`src/rtl/calc_arbiter_if.sv`:
```
// Bundle between calc_arbiter, its two requesters and the shared calculator.
// The slave modport is the arbiter's view; master is everything around it.
interface calc_arbiter_if #(
  parameter int WORD_LENGTH = 6,
  parameter int CNT_WIDTH   = 8
);
  logic                   req_valid_0;
  logic                   req_valid_1;
  logic                   req_ready_0;
  logic                   req_ready_1;
  logic [WORD_LENGTH-1:0] req_dataA_0;
  logic [WORD_LENGTH-1:0] req_dataA_1;
  logic [WORD_LENGTH-1:0] req_dataB_0;
  logic [WORD_LENGTH-1:0] req_dataB_1;
  logic [4:0]             req_control_0;
  logic [4:0]             req_control_1;

  logic                   resp_valid_0;
  logic                   resp_valid_1;
  logic                   resp_ready_0;
  logic                   resp_ready_1;
  logic [WORD_LENGTH-1:0] resp_dataC;
  logic [WORD_LENGTH-1:0] resp_carry;

  logic                   calc_enable;
  logic [WORD_LENGTH-1:0] calc_dataA;
  logic [WORD_LENGTH-1:0] calc_dataB;
  logic [4:0]             calc_control;
  logic [WORD_LENGTH-1:0] calc_dataC;
  logic [WORD_LENGTH-1:0] calc_carry;

  logic                   busy;
  logic [CNT_WIDTH-1:0]   op_count;

  modport slave (
    input  req_valid_0, req_valid_1,
    input  req_dataA_0, req_dataA_1, req_dataB_0, req_dataB_1,
    input  req_control_0, req_control_1,
    output req_ready_0, req_ready_1,
    output resp_valid_0, resp_valid_1, resp_dataC, resp_carry,
    input  resp_ready_0, resp_ready_1,
    output calc_enable, calc_dataA, calc_dataB, calc_control,
    input  calc_dataC, calc_carry,
    output busy, op_count
  );

  modport master (
    output req_valid_0, req_valid_1,
    output req_dataA_0, req_dataA_1, req_dataB_0, req_dataB_1,
    output req_control_0, req_control_1,
    input  req_ready_0, req_ready_1,
    input  resp_valid_0, resp_valid_1, resp_dataC, resp_carry,
    output resp_ready_0, resp_ready_1,
    input  calc_enable, calc_dataA, calc_dataB, calc_control,
    output calc_dataC, calc_carry,
    input  busy, op_count
  );
endinterface

```
`src/rtl/calc_arbiter.sv`:
```
// Round-robin arbiter that time-shares one two-stage registered calculator
// between two requesters and returns each result on a per-requester handshake.
module calc_arbiter #(
  parameter int WORD_LENGTH = 6,
  parameter int CNT_WIDTH   = 8
) (
  input  logic          clk,
  input  logic          reset_sync,
  calc_arbiter_if.slave bus
);
  localparam int CTRL_WIDTH = 5;

  typedef logic [WORD_LENGTH-1:0] word_t;
  typedef logic [CTRL_WIDTH-1:0]  ctrl_t;

  typedef enum logic [2:0] {
    IDLE   = 3'd0,
    ISSUE1 = 3'd1,
    ISSUE2 = 3'd2,
    CAPT   = 3'd3,
    RESP   = 3'd4
  } state_t;

  state_t               state_q, state_d;
  logic                 prio_q, prio_d;
  logic                 owner_q, owner_d;
  word_t                calc_a_q, calc_a_d;
  word_t                calc_b_q, calc_b_d;
  ctrl_t                calc_ctrl_q, calc_ctrl_d;
  word_t                resp_c_q, resp_c_d;
  word_t                resp_carry_q, resp_carry_d;
  logic [CNT_WIDTH-1:0] op_count_q, op_count_d;

  // Per-requester views so the grant and response logic can be indexed.
  logic [1:0] req_valid_w;
  logic [1:0] req_ready_w;
  logic [1:0] resp_ready_w;
  logic [1:0] resp_valid_w;
  word_t      req_a_w    [2];
  word_t      req_b_w    [2];
  ctrl_t      req_ctrl_w [2];
  logic       grant_w;
  logic       idle_w;

  assign req_valid_w   = {bus.req_valid_1, bus.req_valid_0};
  assign resp_ready_w  = {bus.resp_ready_1, bus.resp_ready_0};
  assign req_a_w[0]    = bus.req_dataA_0;
  assign req_a_w[1]    = bus.req_dataA_1;
  assign req_b_w[0]    = bus.req_dataB_0;
  assign req_b_w[1]    = bus.req_dataB_1;
  assign req_ctrl_w[0] = bus.req_control_0;
  assign req_ctrl_w[1] = bus.req_control_1;

  assign idle_w = (state_q == IDLE);

  // A lone requester always wins; on contention prio picks the winner.
  assign grant_w = (&req_valid_w) ? prio_q : req_valid_w[1];

  genvar gi;
  generate
    for (gi = 0; gi < 2; gi++) begin : g_req
      assign req_ready_w[gi]  = idle_w & req_valid_w[gi] & (grant_w == 1'(gi));
      assign resp_valid_w[gi] = (state_q == RESP) & (owner_q == 1'(gi));
    end
  endgenerate

  always_comb begin
    state_d      = state_q;
    prio_d       = prio_q;
    owner_d      = owner_q;
    calc_a_d     = calc_a_q;
    calc_b_d     = calc_b_q;
    calc_ctrl_d  = calc_ctrl_q;
    resp_c_d     = resp_c_q;
    resp_carry_d = resp_carry_q;
    op_count_d   = op_count_q;

    case (state_q)
      IDLE: begin
        if (|req_ready_w) begin
          owner_d     = grant_w;
          calc_a_d    = req_a_w[grant_w];
          calc_b_d    = req_b_w[grant_w];
          calc_ctrl_d = req_ctrl_w[grant_w];
          state_d     = ISSUE1;
        end
      end
      ISSUE1: state_d = ISSUE2;
      ISSUE2: state_d = CAPT;
      CAPT: begin
        // Calculator output stage was loaded at the end of ISSUE2.
        resp_c_d     = bus.calc_dataC;
        resp_carry_d = bus.calc_carry;
        state_d      = RESP;
      end
      RESP: begin
        if (resp_ready_w[owner_q]) begin
          state_d    = IDLE;
          prio_d     = ~owner_q;
          op_count_d = op_count_q + CNT_WIDTH'(1);
        end
      end
      default: state_d = IDLE;
    endcase
  end

  always_ff @(posedge clk) begin
    if (reset_sync) begin
      state_q      <= IDLE;
      prio_q       <= 1'b0;
      owner_q      <= 1'b0;
      calc_a_q     <= '0;
      calc_b_q     <= '0;
      calc_ctrl_q  <= '0;
      resp_c_q     <= '0;
      resp_carry_q <= '0;
      op_count_q   <= '0;
    end else begin
      state_q      <= state_d;
      prio_q       <= prio_d;
      owner_q      <= owner_d;
      calc_a_q     <= calc_a_d;
      calc_b_q     <= calc_b_d;
      calc_ctrl_q  <= calc_ctrl_d;
      resp_c_q     <= resp_c_d;
      resp_carry_q <= resp_carry_d;
      op_count_q   <= op_count_d;
    end
  end

  assign bus.req_ready_0  = req_ready_w[0];
  assign bus.req_ready_1  = req_ready_w[1];
  assign bus.resp_valid_0 = resp_valid_w[0];
  assign bus.resp_valid_1 = resp_valid_w[1];
  assign bus.resp_dataC   = resp_c_q;
  assign bus.resp_carry   = resp_carry_q;
  assign bus.calc_enable  = (state_q == ISSUE1) | (state_q == ISSUE2);
  assign bus.calc_dataA   = calc_a_q;
  assign bus.calc_dataB   = calc_b_q;
  assign bus.calc_control = calc_ctrl_q;
  assign bus.busy         = ~idle_w;
  assign bus.op_count     = op_count_q;

endmodule

```
`src/flat_wrapper.sv`:
```
// flat-port wrapper written by rule: the top's interface ports become plain ports
module calc_arbiter_flat 
#(
  parameter int WORD_LENGTH = 6,
  parameter int CNT_WIDTH   = 8
)
  (clk, reset_sync, bus_req_valid_0, bus_req_valid_1, bus_req_dataA_0, bus_req_dataA_1, bus_req_dataB_0, bus_req_dataB_1, bus_req_control_0, bus_req_control_1, bus_req_ready_0, bus_req_ready_1, bus_resp_valid_0, bus_resp_valid_1, bus_resp_dataC, bus_resp_carry, bus_resp_ready_0, bus_resp_ready_1, bus_calc_enable, bus_calc_dataA, bus_calc_dataB, bus_calc_control, bus_calc_dataC, bus_calc_carry, bus_busy, bus_op_count);
  calc_arbiter_if #(.WORD_LENGTH(WORD_LENGTH), .CNT_WIDTH(CNT_WIDTH)) bus_i ();
  input  logic clk;
  input  logic reset_sync;
  input wire logic [$bits(bus_i.req_valid_0)-1:0] bus_req_valid_0;
  input wire logic [$bits(bus_i.req_valid_1)-1:0] bus_req_valid_1;
  input wire logic [$bits(bus_i.req_dataA_0)-1:0] bus_req_dataA_0;
  input wire logic [$bits(bus_i.req_dataA_1)-1:0] bus_req_dataA_1;
  input wire logic [$bits(bus_i.req_dataB_0)-1:0] bus_req_dataB_0;
  input wire logic [$bits(bus_i.req_dataB_1)-1:0] bus_req_dataB_1;
  input wire logic [$bits(bus_i.req_control_0)-1:0] bus_req_control_0;
  input wire logic [$bits(bus_i.req_control_1)-1:0] bus_req_control_1;
  output wire logic [$bits(bus_i.req_ready_0)-1:0] bus_req_ready_0;
  output wire logic [$bits(bus_i.req_ready_1)-1:0] bus_req_ready_1;
  output wire logic [$bits(bus_i.resp_valid_0)-1:0] bus_resp_valid_0;
  output wire logic [$bits(bus_i.resp_valid_1)-1:0] bus_resp_valid_1;
  output wire logic [$bits(bus_i.resp_dataC)-1:0] bus_resp_dataC;
  output wire logic [$bits(bus_i.resp_carry)-1:0] bus_resp_carry;
  input wire logic [$bits(bus_i.resp_ready_0)-1:0] bus_resp_ready_0;
  input wire logic [$bits(bus_i.resp_ready_1)-1:0] bus_resp_ready_1;
  output wire logic [$bits(bus_i.calc_enable)-1:0] bus_calc_enable;
  output wire logic [$bits(bus_i.calc_dataA)-1:0] bus_calc_dataA;
  output wire logic [$bits(bus_i.calc_dataB)-1:0] bus_calc_dataB;
  output wire logic [$bits(bus_i.calc_control)-1:0] bus_calc_control;
  input wire logic [$bits(bus_i.calc_dataC)-1:0] bus_calc_dataC;
  input wire logic [$bits(bus_i.calc_carry)-1:0] bus_calc_carry;
  output wire logic [$bits(bus_i.busy)-1:0] bus_busy;
  output wire logic [$bits(bus_i.op_count)-1:0] bus_op_count;
  assign bus_i.req_valid_0 = bus_req_valid_0;
  assign bus_i.req_valid_1 = bus_req_valid_1;
  assign bus_i.req_dataA_0 = bus_req_dataA_0;
  assign bus_i.req_dataA_1 = bus_req_dataA_1;
  assign bus_i.req_dataB_0 = bus_req_dataB_0;
  assign bus_i.req_dataB_1 = bus_req_dataB_1;
  assign bus_i.req_control_0 = bus_req_control_0;
  assign bus_i.req_control_1 = bus_req_control_1;
  assign bus_req_ready_0 = bus_i.req_ready_0;
  assign bus_req_ready_1 = bus_i.req_ready_1;
  assign bus_resp_valid_0 = bus_i.resp_valid_0;
  assign bus_resp_valid_1 = bus_i.resp_valid_1;
  assign bus_resp_dataC = bus_i.resp_dataC;
  assign bus_resp_carry = bus_i.resp_carry;
  assign bus_i.resp_ready_0 = bus_resp_ready_0;
  assign bus_i.resp_ready_1 = bus_resp_ready_1;
  assign bus_calc_enable = bus_i.calc_enable;
  assign bus_calc_dataA = bus_i.calc_dataA;
  assign bus_calc_dataB = bus_i.calc_dataB;
  assign bus_calc_control = bus_i.calc_control;
  assign bus_i.calc_dataC = bus_calc_dataC;
  assign bus_i.calc_carry = bus_calc_carry;
  assign bus_busy = bus_i.busy;
  assign bus_op_count = bus_i.op_count;
  calc_arbiter #(.WORD_LENGTH(WORD_LENGTH), .CNT_WIDTH(CNT_WIDTH)) u_core (.clk(clk), .reset_sync(reset_sync), .bus(bus_i));
endmodule
```
`config.mk`:
```
export PLATFORM = sky130hd
export DESIGN_NAME = calc_arbiter_flat
export DESIGN_NICKNAME = d
export VERILOG_FILES = /design/src/rtl/calc_arbiter_if.sv /design/src/rtl/calc_arbiter.sv /design/src/flat_wrapper.sv
export SDC_FILE = /design/constraint.sdc
export NUM_CORES = 1
export LEC_CHECK = 0
export BUFFER_PORTS_ARGS = -buffer_cell sky130_fd_sc_hd__buf_4
export CAP_MARGIN = 20
export CORE_MARGIN = 2
export CORE_UTILIZATION = 30
export CTS_CLUSTER_SIZE = 24
export DETAILED_ROUTE_END_ITERATION = 10
export GPL_TIMING_DRIVEN = 0
export HOLD_SLACK_MARGIN = 0.12
export PLACE_DENSITY = 0.63
export SLEW_MARGIN = 5
export SYNTH_ARGS = -nofsm -noshare
export SYNTH_HDL_FRONTEND = slang
export SYNTH_SLANG_ARGS = --single-unit
```
`constraint.sdc`:
```
create_clock -name clk -period 2.21 [get_ports clk]
set_input_delay 0.663 -clock clk [delete_from_list [all_inputs] [get_ports clk]]
set_output_delay 0.663 -clock clk [all_outputs]
set_load 0.02 [all_outputs]
```
==> results.py, run 1 <==
metrics = {
    "outcome": {
        "status": "completed",
    },
    "yosys": {
        "synth_top_area_share_pct": 45.28,
        "async_flop_share_pct": 0,
        "synth_nets": 263,
        "yosysTopAreaCell": "dfxtp_1",
        "synth_top_family_by_area": "compound AO/OA/AOI/OAI gates",
        "syn_inst": 210,
        "synthSimpleGateAreaFrac_pct": 17.79,
        "synthXorXnorAreaFrac_pct": 0.4717,
        "synth-edff-count": 0,
        "synth-seq-cells": 42,
        "muxShareOfSynthArea_pct": 2.965,
        "synth_cell_types": 38,
        "netlist_area_sq_mm": 0.001857,
        "synth_compound_area_share_pct": 24.46,
        "yosysSeqAreaShare_pct": 45.28,
        "synth-adder-area-share_pct": 0.6739,
        "avgSynthCellArea_sq_um": 8.842,
        "synth.area.top_cells": "dfxtp_1 (45%), a221oi_1 (8.0%), o32ai_1 (8.0%), a21oi_1 (4.9%), nand2_1 (4.9%)",
        "yosysWarnings": 0,
        "ys_dominant_reg_cell": "dfxtp_1",
    },
    "floorplan": {
        "rows": 28,
        "die_area_sq_mm": 0.006834,
        "die_w_um": 82.67,
        "pin_count": 95,
        "fp.coreArea_sq_mm": 0.005956,
        "die_h_um": 82.67,
        "floorplan.initialDensity_pct": 31.18,
    },
    "worst_setup_path": {
        "cp-end-kind": "output pin",
        "cp.arrival_ps": 1470,
        "crit_fanout": 10,
        "path_cells": "or3b_4 -> buf_6 -> nor2_1 -> buf_4",
        "cp_slowest_cell": "or3b_4",
        "path_buf_inv": 2,
        "worstSetupStartpointType": "flip-flop",
        "cpLargestDelayFamily": "simple AND/OR/NAND/NOR gates",
        "cp_data_required_time_ps": 1550,
        "crit_path_max_incr_delay_ps": 410,
        "critPathKind": "flip-flop to output pin",
    },
    "sta": {
        "tightest_slew_ps": 594.3,
        "setup_viol": 0,
        "final-max-slew-violation-count": 0,
        "min_period_ps": 2136,
        "hold_violations": 0,
        "maxSlewHeadroom_pct": 60.11,
        "min_period_over_period_pct": 96.64,
        "max_freq_mhz": 468.2,
        "fin_skew_ps": 3.976,
    },
    "finish": {
        "drive_above_1_share_pct": 38.98,
        "fin_util_pct": 48.00,
        "nFillCells": 614,
        "nets": 365,
        "stdcell_count": 388,
        "regArea_sq_um": 849.6,
        "diodes": 0,
        "fin_area_sq_mm": 0.002859,
        "multiInputGateArea_sq_um": 888.4,
        "areaGrowthSynthToFinish_pct": 53.98,
    },
    "cts": {
        "cts_inserted_buffers": 5,
        "h-tree-depth": 2,
        "cts_hold_buffers": 0,
        "cts_max_path_buffers": 2,
        "cts_tree": "built",
        "clkTransAtPathRegs_ps": 80,
        "root_buffer": "clkbuf_8",
        "clkLatencyLatePin_ps": 290,
        "cts.sinks": 42,
    },
    "power": {
        "p_sw_uw": 575.5,
        "p_leak_nw": 1.198,
        "p_int_mw": 1.545,
        "peakVddDrop_mv": 0.3979,
        "combPwrFrac_pct": 24.2,
        "sw_frac_of_total_pct": 27.15,
        "p_total_mw": 2.120,
        "clockPowerShare_pct": 35.0,
        "power_density_mw_per_mm2": 741.6,
        "power_frac_seq_pct": 40.8,
    },
    "placement": {
        "io_buffers": 93,
        "place.gp.congestion": 0.7435,
        "place_inst": 378,
        "dpl-instance-area_sq_mm": 0.002649,
        "hpwl_mm": 3.931,
    },
    "routing": {
        "wl_per_cell_um": 13.17,
        "drtPass1Iterations": 4,
        "drtAntennaViolNets": 0,
        "vias_per_cell": 4.992,
        "drt_iter0_markers": 67,
        "num_vias": 1937,
        "drc": 0,
        "drt-total-wl_mm": 5.111,
    },
    "worst_hold_path": {
        "worstHoldPathType": "flip-flop to flip-flop",
    },
    "global_route": {
        "grt_usage_pct": 14.92,
        "overflow": 0,
        "grt_pass1_vias": 1826,
        "grt_pass1_wl_mm": 7.900,
        "grt_max_degree": 14,
        "antenna_found_initial": 0,
    },
    "job": {
        "maxCapViolCount": 0,
    },
}
[final timing paths]
check	startpoint	to	slack, ps	cells after the start
hold reg to reg	u_core.bus.resp_dataC[1]	u_core.bus.resp_dataC[1]	460	2
hold / removal	u_core.bus.resp_dataC[1]	u_core.bus.resp_dataC[1]	460	2
setup / recovery	u_core.state_q[0]	bus_resp_valid_0	70	4
setup reg to reg	u_core.state_q[0]	u_core.bus.op_count[7]	530	4
[worst min-delay path, stage by stage (launching register included)]
cell     delay (ps)
dfxtp_1         310
nand2_1          50
a21oi_1          50
[layout by cell type, fill, tap and decap left out, types with 3 or more instances in the layout]
cell / netlist / layout
a21oi_1: 18 / 18
a221oi_1: 17 / 17
buf_1: 4 / 4
buf_4: 0 / 96
buf_6: 1 / 3
clkbuf_1: 8 / 7
clkbuf_8: 0 / 6
dfxtp_1: 42 / 39
inv_1: 20 / 20
mux2_1: 3 / 3
nand2_1: 24 / 24
nand3_1: 3 / 3
nand4_1: 3 / 3
nor2_1: 9 / 9
nor2b_1: 4 / 4
nor4_2: 3 / 3
o32ai_1: 17 / 17
[state kept, by name (all words and copies together) (netlist names)]
name,flops
u_core.prio_q,1
u_core.bus.op_count,8
u_core.bus.calc_dataB,6
u_core.bus.calc_control,5
u_core.bus.resp_carry,6
u_core.bus.resp_dataC,6
u_core.bus.calc_dataA,6
u_core.state_q,3
u_core.owner_q,1
[kinds of logic (layout without fill, tap and decap cells)]
logic type	count (synthesis)	after routing
AOI/OAI and AO/OA	61	61
xor gates and xnor gates	1	1
adders and majority gates	1	1
buffers and inverters	38	141
DFF	42	42
muxes	5	5
and+or+nand+nor	62	62
[repair_timing]
action	4_1_cts	5_1_grt
pin swaps	1	1
gates resized for setup	7	6
endpoints found under the setup margin	4	3
gates cloned	0	0
setup buffers	0	4
[cell type report]
| type | count | area share (%) |
|---|---|---|
| sequential | 42 | 29.72 |
| buffer | 15 | 2.582 |
| clock buffer | 6 | 2.888 |
| clock inverter | 2 | 2.101 |
| tap | 75 | 3.282 |
| multi-input combinational | 130 | 31.07 |
| inverter | 21 | 2.757 |
| timing repair buffer | 97 | 25.60 |
[cell usage after synthesis, drive strengths merged (2+ instances only)]
library cell	count
dfxtp	42
nand2	24
inv	20
a21oi	18
a221oi	17
o32ai	17
buf	9
nor2	9
clkbuf	8
mux2	4
nor2b	4
nor3	4
nor4	4
nand3	3
nand4	3
o21ai	3
nand3b	2
nor3b	2
o31ai	2
or4	2
[per-layer routing]
| metal | vias up | wire (um) | global-route usage (%) |
|---|---|---|---|
| met5 | - | 0 | 0 |
| met4 | 0 | 45 | 4.426 |
| li1 | 970 | - | - |
| met1 | 889 | 2109 | 16.27 |
| met2 | 74 | 2430 | 27.10 |
| met3 | 4 | 525 | 5.217 |
[metrics by stage]
step	setup TNS (ps)	worst slack, ps	hold slack [ps]
global placement	-238.4	-202.9	445.8
finish	0	74.22	457.7
floorplan	0	44.26	471.4
global route	-1.073	-1.073	481.7
CTS	0	6.899	458.7
detailed placement	-250.1	-202.6	447.7
[power by group through the flow]
stage | sequential, mW | clock [mW] | combinational, mW
finish | 0.864 | 0.742 | 0.514
global route | 0.873 | 0.800 | 0.564
CTS | 0.864 | 0.771 | 0.497
detailed placement | 0.878 | 0 | 0.491
global placement | 0.875 | 0 | 0.488
floorplan | 0.943 | 0 | 0.193
Note: power is estimated with default switching activity, not from simulation.
==> run 2: changes to the inputs <==
--- a/config.mk
+++ b/config.mk
@@ -8,12 +8,12 @@
 export BUFFER_PORTS_ARGS = -buffer_cell sky130_fd_sc_hd__buf_4
 export CAP_MARGIN = 20
 export CORE_MARGIN = 2
-export CORE_UTILIZATION = 30
+export CORE_UTILIZATION = 31
 export CTS_CLUSTER_SIZE = 24
 export DETAILED_ROUTE_END_ITERATION = 10
 export GPL_TIMING_DRIVEN = 0
 export HOLD_SLACK_MARGIN = 0.12
-export PLACE_DENSITY = 0.63
+export PLACE_DENSITY = 0.64
 export SLEW_MARGIN = 5
 export SYNTH_ARGS = -nofsm -noshare
 export SYNTH_HDL_FRONTEND = slang
==> results.py, run 2 (synthesis results as in run 1) <==
metrics = {
    "outcome": {
        "status": "completed",
    },
    "worst_setup_path": {
        "path_buf_inv": 3,
        "cp.depth": 4,
        "cpLargestDelayFamily": "buffers and inverters",
        "crit_fanout": 9,
        "cp_slowest_cell": "nor3_4",
        "rrSetupSlack_ps": 520,
        "cp.arrival_ps": 1520,
        "cp_data_required_time_ps": 1550,
        "critPathKind": "input pin to output pin",
        "crit_path_max_incr_delay_ps": 330,
        "worstSetupStartpointType": "input pin",
        "path_cells": "buf_4 -> clkinv_1 -> nor3_4 -> buf_6",
        "r2r_start": "u_core.state_q[0]",
        "r2r-end": "u_core.bus.op_count[7]",
        "cp-end-kind": "output pin",
        "reg2reg_depth": 4,
    },
    "floorplan": {
        "die_h_um": 81.39,
        "fp.coreArea_sq_mm": 0.005851,
        "pin_count": 95,
        "rows": 28,
        "die_area_sq_mm": 0.006624,
        "die_w_um": 81.39,
        "floorplan.initialDensity_pct": 31.74,
    },
    "finish": {
        "final_common_cell": "buf_4",
        "largest_reg_flops": 8,
        "regArea_sq_um": 849.6,
        "multiInputGateArea_sq_um": 884.6,
        "fin_util_pct": 47.20,
        "nFillCells": 626,
        "drive_above_1_share_pct": 38.31,
        "diodes": 0,
        "areaGrowthSynthToFinish_pct": 48.72,
        "layout_common_cells": "buf_4 (92), dfxtp_1 (39), nand2_1 (24)",
        "nets": 361,
    },
    "global_route": {
        "grt_max_degree": 13,
        "overflow": 0,
        "antenna_found_initial": 0,
        "grt_pass1_vias": 1685,
        "grt_usage_pct": 15.35,
        "grt_pass1_wl_mm": 7.879,
    },
    "cts": {
        "cts.sinks": 42,
        "root_buffer": "clkbuf_8",
        "cts_hold_buffers": 0,
        "cts_max_path_buffers": 2,
        "clkTransAtPathRegs_ps": 80,
        "cts_inserted_buffers": 5,
        "h-tree-depth": 2,
        "cts_tree": "built",
        "clkLatencyLatePin_ps": 290,
    },
    "placement": {
        "hpwl_mm": 3.871,
        "io_buffers": 93,
        "place.gp.congestion": 0.7120,
    },
    "routing": {
        "vias_per_cell": 4.945,
        "wl_per_cell_um": 13.61,
        "drtPass1Iterations": 4,
        "drc": 0,
        "drtAntennaViolNets": 0,
        "drt_iter0_markers": 36,
        "drt-total-wl_mm": 5.213,
        "num_vias": 1894,
    },
    "sta": {
        "grt_setup_unrepaired": "true",
        "fin_skew_ps": 5.313,
        "tns_ps": 0,
        "final-max-slew-violation-count": 0,
        "min_period_ps": 2181,
        "max_freq_mhz": 458.5,
        "maxSlewHeadroom_pct": 62.13,
        "min_period_over_period_pct": 98.69,
        "hold_violations": 0,
        "setup_viol": 0,
        "tightest_slew_ps": 564.2,
    },
    "worst_hold_path": {
        "whs_path_depth": 2,
        "hp-start": "u_core.bus.resp_dataC[1]",
        "worstHoldPathType": "flip-flop to flip-flop",
        "min_to": "u_core.bus.resp_dataC[1]",
    },
    "power": {
        "power_density_mw_per_mm2": 663.9,
        "peakVddDrop_mv": 0.2583,
        "p_leak_nw": 1.147,
    },
    "job": {
        "maxCapViolCount": 0,
    },
}
[run 2: worst min-delay path, cell delays in order (launching register included)]
cell,delay [ps]
dfxtp_1,310
nand2_1,50
a21oi_1,50
[run 2: where the power goes]
part / switching, mW / internal [mW] / leakage [nW] / total, mW
sequential: 0.0439 / 0.821 / 0.345 / 0.865
clock: 0.263 / 0.212 / 0.0438 / 0.475
combinational: 0.266 / 0.228 / 0.758 / 0.494
[run 2: worst max-delay path by stage]
stage | start | endpoint | slack [ps]
floorplan | bus_req_valid_0 | bus_req_ready_0 | 40
detailed placement | bus_req_valid_0 | bus_req_ready_0 | -230
global placement | bus_req_valid_0 | bus_req_ready_0 | -220
CTS | u_core.state_q[0] | bus_req_ready_1 | 3
global route | bus_req_valid_1 | bus_req_ready_1 | -20
finish | bus_req_valid_1 | bus_req_ready_1 | 30
[run 2: area by class of cell]
cell class / instances / share of cell area (%)
multi-input cells: 130 / 32.03
inverters: 21 / 2.855
clock inverters: 2 / 0.3625
well taps: 75 / 3.398
clock buffers: 5 / 2.492
repair buffers: 93 / 25.42
flip-flops and latches: 42 / 30.77
plain buffers: 15 / 2.673
[run 2: repair_timing]
action                                  4_1_cts  5_1_grt
gates resized for setup                       7        6
setup buffers                                 0        0
pin swaps                                     1        0
endpoints found under the setup margin        4        3
[run 2: stage by stage]
| step | hold WS [ps] | cells | power, mW | area [sq um] | setup WS (ps) |
|---|---|---|---|---|---|
| finish | 458.4 | 383 | 1.833 | 2761 | 29.04 |
| global route | 479.6 | 383 | 1.929 | 2761 | -23.24 |
| CTS | 462.0 | 384 | 1.852 | 2745 | 3.047 |
| detailed placement | 450.9 | 378 | 1.369 | 2649 | -226.2 |
| global placement | 444.2 | 378 | 1.363 | 2649 | -221.0 |
| floorplan | 471.4 | 210 | 1.137 | 1857 | 44.26 |
[run 2: metal layers]
layer | part of all wire [%] | track usage, %
met5 | 0 | 0
met2 | 47 | 25.90
met3 | 9.1 | 4.889
met1 | 43 | 18.31
met4 | 1.1 | 5.254
